$ cat src/rtl/mul_if.sv
// Start/busy/done handshake bundle for the sequential multiplier.
// The master drives operands and start; the slave returns status and product.
interface mul_if #(
    parameter int WIDTH = 16
);
    logic                 start;
    logic [WIDTH-1:0]     A;
    logic [WIDTH-1:0]     B;
    logic                 sign;
    logic                 busy;
    logic                 done;
    logic [2*WIDTH-1:0]   product;

    modport master (
        output start, A, B, sign,
        input  busy, done, product
    );

    modport slave (
        input  start, A, B, sign,
        output busy, done, product
    );
endinterface

$ cat src/rtl/booth_mul16_seq.sv
// Radix-2 Booth sequential multiplier: one shared add/subtract datapath,
// WIDTH+1 iterations per product, signed or unsigned operands.
module booth_mul16_seq #(
    parameter int WIDTH = 16
) (
    input  logic   clk,
    input  logic   rst,
    mul_if.slave   bus
);
    localparam int          HW   = WIDTH + 2;
    localparam int          LW   = WIDTH + 1;
    localparam logic [4:0]  LAST = 5'(WIDTH);

    typedef enum logic [1:0] {
        S_IDLE = 2'd0,
        S_RUN  = 2'd1,
        S_DONE = 2'd2
    } state_t;

    state_t               state_r;
    state_t               state_next_s;
    logic                 accept_s;
    logic                 iterate_s;
    logic                 finish_s;

    logic [HW-1:0]        h_r;
    logic [HW-1:0]        m_r;
    logic [LW-1:0]        l_r;
    logic                 q_r;
    logic [4:0]           cnt_r;
    logic                 busy_r;
    logic                 done_r;
    logic [2*WIDTH-1:0]   product_r;

    logic [HW-1:0]        a_ext_s;
    logic [LW-1:0]        b_ext_s;
    logic                 op_s;
    logic                 sub_s;
    logic [HW-1:0]        addend_s;
    logic [HW-1:0]        sum_s;
    logic [HW-1:0]        h_acc_s;
    logic [HW-1:0]        h_sh_s;
    logic [LW-1:0]        l_sh_s;
    logic [HW+LW-1:0]     prod_full_s;

    // Next-state and sequencing controls.
    always_comb begin
        state_next_s = state_r;
        accept_s     = 1'b0;
        iterate_s    = 1'b0;
        finish_s     = 1'b0;
        case (state_r)
            S_IDLE: begin
                if (bus.start) begin
                    accept_s     = 1'b1;
                    state_next_s = S_RUN;
                end else begin
                    state_next_s = S_IDLE;
                end
            end
            S_RUN: begin
                iterate_s = 1'b1;
                if (cnt_r == LAST) begin
                    finish_s     = 1'b1;
                    state_next_s = S_DONE;
                end else begin
                    state_next_s = S_RUN;
                end
            end
            S_DONE: begin
                if (bus.start) begin
                    accept_s     = 1'b1;
                    state_next_s = S_RUN;
                end else begin
                    state_next_s = S_IDLE;
                end
            end
            default: begin
                state_next_s = S_IDLE;
            end
        endcase
    end

    // Booth step: the single adder subtracts as H + ~M + 1.
    always_comb begin
        a_ext_s     = {{2{bus.sign & bus.A[WIDTH-1]}}, bus.A};
        b_ext_s     = {bus.sign & bus.B[WIDTH-1], bus.B};
        op_s        = l_r[0] ^ q_r;
        sub_s       = l_r[0] & ~q_r;
        addend_s    = sub_s ? ~m_r : m_r;
        sum_s       = h_r + addend_s + {{(HW-1){1'b0}}, sub_s};
        h_acc_s     = op_s ? sum_s : h_r;
        h_sh_s      = {h_acc_s[HW-1], h_acc_s[HW-1:1]};
        l_sh_s      = {h_acc_s[0], l_r[LW-1:1]};
        prod_full_s = {h_sh_s, l_sh_s};
    end

    // State, datapath and registered outputs.
    always_ff @(posedge clk) begin
        if (rst) begin
            state_r   <= S_IDLE;
            h_r       <= '0;
            m_r       <= '0;
            l_r       <= '0;
            q_r       <= 1'b0;
            cnt_r     <= 5'd0;
            busy_r    <= 1'b0;
            done_r    <= 1'b0;
            product_r <= '0;
        end else begin
            state_r <= state_next_s;
            busy_r  <= (state_next_s == S_RUN);
            done_r  <= finish_s;
            if (accept_s) begin
                m_r   <= a_ext_s;
                l_r   <= b_ext_s;
                h_r   <= '0;
                q_r   <= 1'b0;
                cnt_r <= 5'd0;
            end else if (iterate_s) begin
                h_r   <= h_sh_s;
                l_r   <= l_sh_s;
                q_r   <= l_r[0];
                cnt_r <= cnt_r + 5'd1;
            end
            if (finish_s) begin
                product_r <= prod_full_s[2*WIDTH-1:0];
            end
        end
    end

    assign bus.busy    = busy_r;
    assign bus.done    = done_r;
    assign bus.product = product_r;
endmodule

$ cat src/flat_wrapper.sv
// flat-port wrapper written by rule: the top's interface ports become plain ports
module booth_mul16_seq_flat 
#(
    parameter int WIDTH = 16
)
  (clk, rst, bus_start, bus_A, bus_B, bus_sign, bus_busy, bus_done, bus_product);
  mul_if #(.WIDTH(WIDTH)) bus_i ();
  input  logic clk;
  input  logic rst;
  input wire logic [$bits(bus_i.start)-1:0] bus_start;
  input wire logic [$bits(bus_i.A)-1:0] bus_A;
  input wire logic [$bits(bus_i.B)-1:0] bus_B;
  input wire logic [$bits(bus_i.sign)-1:0] bus_sign;
  output wire logic [$bits(bus_i.busy)-1:0] bus_busy;
  output wire logic [$bits(bus_i.done)-1:0] bus_done;
  output wire logic [$bits(bus_i.product)-1:0] bus_product;
  assign bus_i.start = bus_start;
  assign bus_i.A = bus_A;
  assign bus_i.B = bus_B;
  assign bus_i.sign = bus_sign;
  assign bus_busy = bus_i.busy;
  assign bus_done = bus_i.done;
  assign bus_product = bus_i.product;
  booth_mul16_seq #(.WIDTH(WIDTH)) u_core (.clk(clk), .rst(rst), .bus(bus_i));
endmodule
$ cat config.mk
export PLATFORM = sky130hd
export DESIGN_NAME = booth_mul16_seq_flat
export DESIGN_NICKNAME = d
export VERILOG_FILES = /design/src/rtl/mul_if.sv /design/src/rtl/booth_mul16_seq.sv /design/src/flat_wrapper.sv
export SDC_FILE = /design/constraint.sdc
export NUM_CORES = 1
export LEC_CHECK = 0
export BUFFER_PORTS_ARGS = -buffer_cell sky130_fd_sc_hd__buf_4
export CAP_MARGIN = 20
export CORE_UTILIZATION = 45
export DETAILED_ROUTE_END_ITERATION = 6
export GPL_ROUTABILITY_DRIVEN = 0
export PLACE_DENSITY = 0.64
export SLEW_MARGIN = 25
export SYNTH_ARGS = -nofsm -noshare
export SYNTH_HDL_FRONTEND = slang
export SYNTH_SLANG_ARGS = --single-unit
export TNS_END_PERCENT = 20
$ cat constraint.sdc
create_clock -name clk -period 5.14 [get_ports clk]
set_input_delay 0.771 -clock clk [delete_from_list [all_inputs] [get_ports clk]]
set_output_delay 0.771 -clock clk [all_outputs]
set_load 0.01 [all_outputs]
==> flow_metrics.tcl <==
set metrics [dict create \
    setup_viol 0 \
    synthAdderAreaFrac_pct 6.049 \
    synth_flop_cell "dfxtp_1" \
    grt_max_degree 73 \
    synthArstFlopShare_pct 0 \
    cts.sinks 93 \
    leakagePower_nw 2.110 \
    crit_required_ns 5.37 \
    slew_violations 0 \
    synth_nets 614 \
    synthCells 557 \
    cts-root-buf "clkbuf_8" \
    place_area_mm2 0.005057 \
    grt.overflow.total 0 \
    avgSynthCellArea_um2 8.022 \
    critPathArrivalTime_ns 3.78 \
    synth-edff-count 0 \
    skew_ns 0.01133 \
    start_kind "flip-flop" \
    cts_resized 0 \
    boundaryPins 70 \
    cp-end-kind "flip-flop" \
    seq_area_frac_synth_pct 41.67 \
    peakVddDrop_mv 0.1226 \
    num_antenna_cells 0 \
    period_minus_slack_ns 3.549 \
    yosysWarnings 0 \
    final_area_mm2 0.005279 \
    die_w_um 101.6 \
    synth_compound_area_share_pct 22.12 \
    dieArea_mm2 0.01033 \
    r2r_cells 11 \
    slew-limit-headroom_pct 40.67 \
    grt_setup_unrepaired "no" \
    r2r_slack_ns 1.59 \
    placementRows 36 \
    synth_simple_gate_area_share_pct 19.18 \
    fin_nets 662 \
    final_util_pct 54.51 \
    cts_buffers 9 \
    grt_pass1_wl_mm 17.89 \
    status "completed" \
    crit-reg2reg-launch "u_core.l_r[0]$_SDFFE_PP0P_" \
    critPathMaxFanout 16 \
    clock_latency_ns 0.37 \
    clkTransAtPathRegs_ns 0.09 \
    worst_pin_slew_ns 0.8900 \
    drc 0 \
    drt_iter0_drc 144 \
    finalSetupTns_ns 0 \
    port-buffer-count 69 \
    synth.mux.area_fraction_pct 0.9801 \
    min_path_cells 2 \
    h-tree-depth 3 \
    hp-class "flip-flop to flip-flop" \
    dr.pass1.iters 5 \
    cts_tree "yes" \
    detail-route-antenna-nets 0 \
    synth_top_family_by_area "compound AO/OA/AOI/OAI gates" \
    ys_ff_latch 93 \
    hold_buffers 0 \
    die_h_um 101.6 \
    reg2reg_to "u_core.bus.product[28]$_SDFFE_PP0P_" \
    area_growth_pct 18.15 \
    wire_per_inst_um 14.57 \
    post_cts_buffers 0 \
    drive_above_1_share_pct 16.56 \
    max_cap_violations 0 \
    crit_type "flip-flop to flip-flop" \
    synthXorXnorAreaFrac_pct 6.077 \
    synth_area_mm2 0.004468 \
    cts_buffer_depth 2 \
    ys_types 49 \
    min-delay-start "u_core.bus.product[4]$_SDFFE_PP0P_" \
    antenna_found_initial 0 \
    min_to "u_core.bus.product[4]$_SDFFE_PP0P_" \
    initial_core_util_pct 46.14 \
    viasPerCell 5.451 \
    final_hold_viol_count 0 \
    grtUsageTotal_pct 22.23 \
    grt_pass1_vias 3734 \
    dpl.hpwl_mm 7.458 \
    via_count 4050 \
    wl_mm 10.82 \
    coreArea_mm2 0.009684 \
    power_per_cell_area_mw_per_mm2 293.0 \
    period_share_pct 69.06 \
    timing.fmax_ghz 0.2817 \
]
==> how the worst max path moves through the flow <==
stage | from | to | slack (ns)
after floorplan | u_core.l_r[0]$_SDFFE_PP0P_ | u_core.h_r[12]$_SDFFE_PP0P_ | 1.93
after global placement | u_core.l_r[0]$_SDFFE_PP0P_ | u_core.bus.product[28]$_SDFFE_PP0P_ | 1.87
after detailed placement | u_core.l_r[0]$_SDFFE_PP0P_ | u_core.bus.product[28]$_SDFFE_PP0P_ | 1.67
after CTS | u_core.l_r[0]$_SDFFE_PP0P_ | u_core.bus.product[28]$_SDFFE_PP0P_ | 1.65
after global routing | u_core.q_r$_SDFFE_PP0P_ | u_core.bus.product[28]$_SDFFE_PP0P_ | 1.34
final | u_core.l_r[0]$_SDFFE_PP0P_ | u_core.bus.product[28]$_SDFFE_PP0P_ | 1.59
==> registers in the layout, summed over array words and instances, names as in the netlist <==
register,count
u_core.m_r,17
u_core.state_r,2
u_core.bus.product,32
u_core.h_r,17
u_core.l_r,17
u_core.q_r,1
u_core.bus.busy,1
u_core.cnt_r,5
u_core.bus.done,1
==> area by class of cell <==
cell class,instances,area (µm²)
clock buffers,12,165.2
fillers,950,4405
inverters,10,37.54
multi-input cells,418,2446
flip-flops and latches,93,1862
repair buffers,73,548.0
well taps,133,166.4
clock inverters,4,53.80
==> metrics by stage <==
stage / worst slack, ns / power [W] / cells / hold WS, ns
final: 1.591 / 0.001547 / 743 / 0.4609
after global routing: 1.339 / 0.001621 / 743 / 0.4774
after CTS: 1.650 / 0.001560 / 743 / 0.4657
after detailed placement: 1.671 / 0.001029 / 727 / 0.4478
after global placement: 1.870 / 0.001023 / 727 / 0.4427
after floorplan: 1.935 / 0.0009572 / 557 / 0.4363
==> kinds of logic after synthesis <==
family	after synthesis
compound gates	155
xor+xnor	31
fa+ha+maj	21
buf+inv	46
flops	93
mux	4
simple gates	207
==> cell usage in the layout, fill, tap and decap left out, drive strengths merged, types with 6 or more instances in the layout <==
| master | instances |
|---|---|
| nand2 | 113 |
| dfxtp | 93 |
| a21oi | 74 |
| buf | 73 |
| nor2 | 56 |
| xor2 | 27 |
| ha | 20 |
| o21ai | 17 |
| a22oi | 16 |
| a211oi | 14 |
| clkbuf | 12 |
| nand3 | 10 |
| inv | 10 |
| nor3 | 7 |
| nand2b | 6 |
==> routing by layer <==
layer / routed length, µm / global-route usage (%) / share of wire, %
met1: 5132 / 28.81 / 47
met5: 0 / 0 / 0
met2: 5103 / 36.38 / 47
met3: 383 / 3.934 / 3.5
met4: 204 / 9.365 / 1.9
==> power breakdown <==
group | switching (W) | total [W] | internal (W)
sequential | 0.0000220 | 0.000769 | 0.000747
combinational | 0.000151 | 0.000245 | 0.0000941
clock | 0.000266 | 0.000533 | 0.000267
total | 0.000439 | 0.00155 | 0.00111
==> cell usage after synthesis, types with 5 or more instances <==
cell type / number / share of area [%]
nand2_1: 113 / 9.5
dfxtp_1: 93 / 42
a21oi_1: 74 / 8.3
nor2_1: 56 / 4.7
clkbuf_1: 30 / 2.5
xor2_1: 27 / 5.3
ha_1: 20 / 5.6
a22oi_1: 16 / 2.7
a211oi_1: 12 / 2.0
o21ai_0: 12 / 1.3
nand3_1: 10 / 1.1
inv_1: 9 / 0.76
nand2b_1: 6 / 0.84
nor3_1: 6 / 0.67
nor2b_1: 5 / 0.70
o21a_1: 5 / 0.84
==> critical path, stage by stage, from the launching register on <==
cell       delay, ns
dfxtp_1         0.38
ha_1            0.76
xor2_1          0.26
inv_1           0.09
fa_1            0.42
nor2b_1         0.26
o2111ai_1       0.21
a21oi_1         0.34
o211ai_1        0.16
and3_1          0.19
o21ai_0         0.20
a311oi_1        0.12
Note: power is estimated with default switching activity, not from simulation.
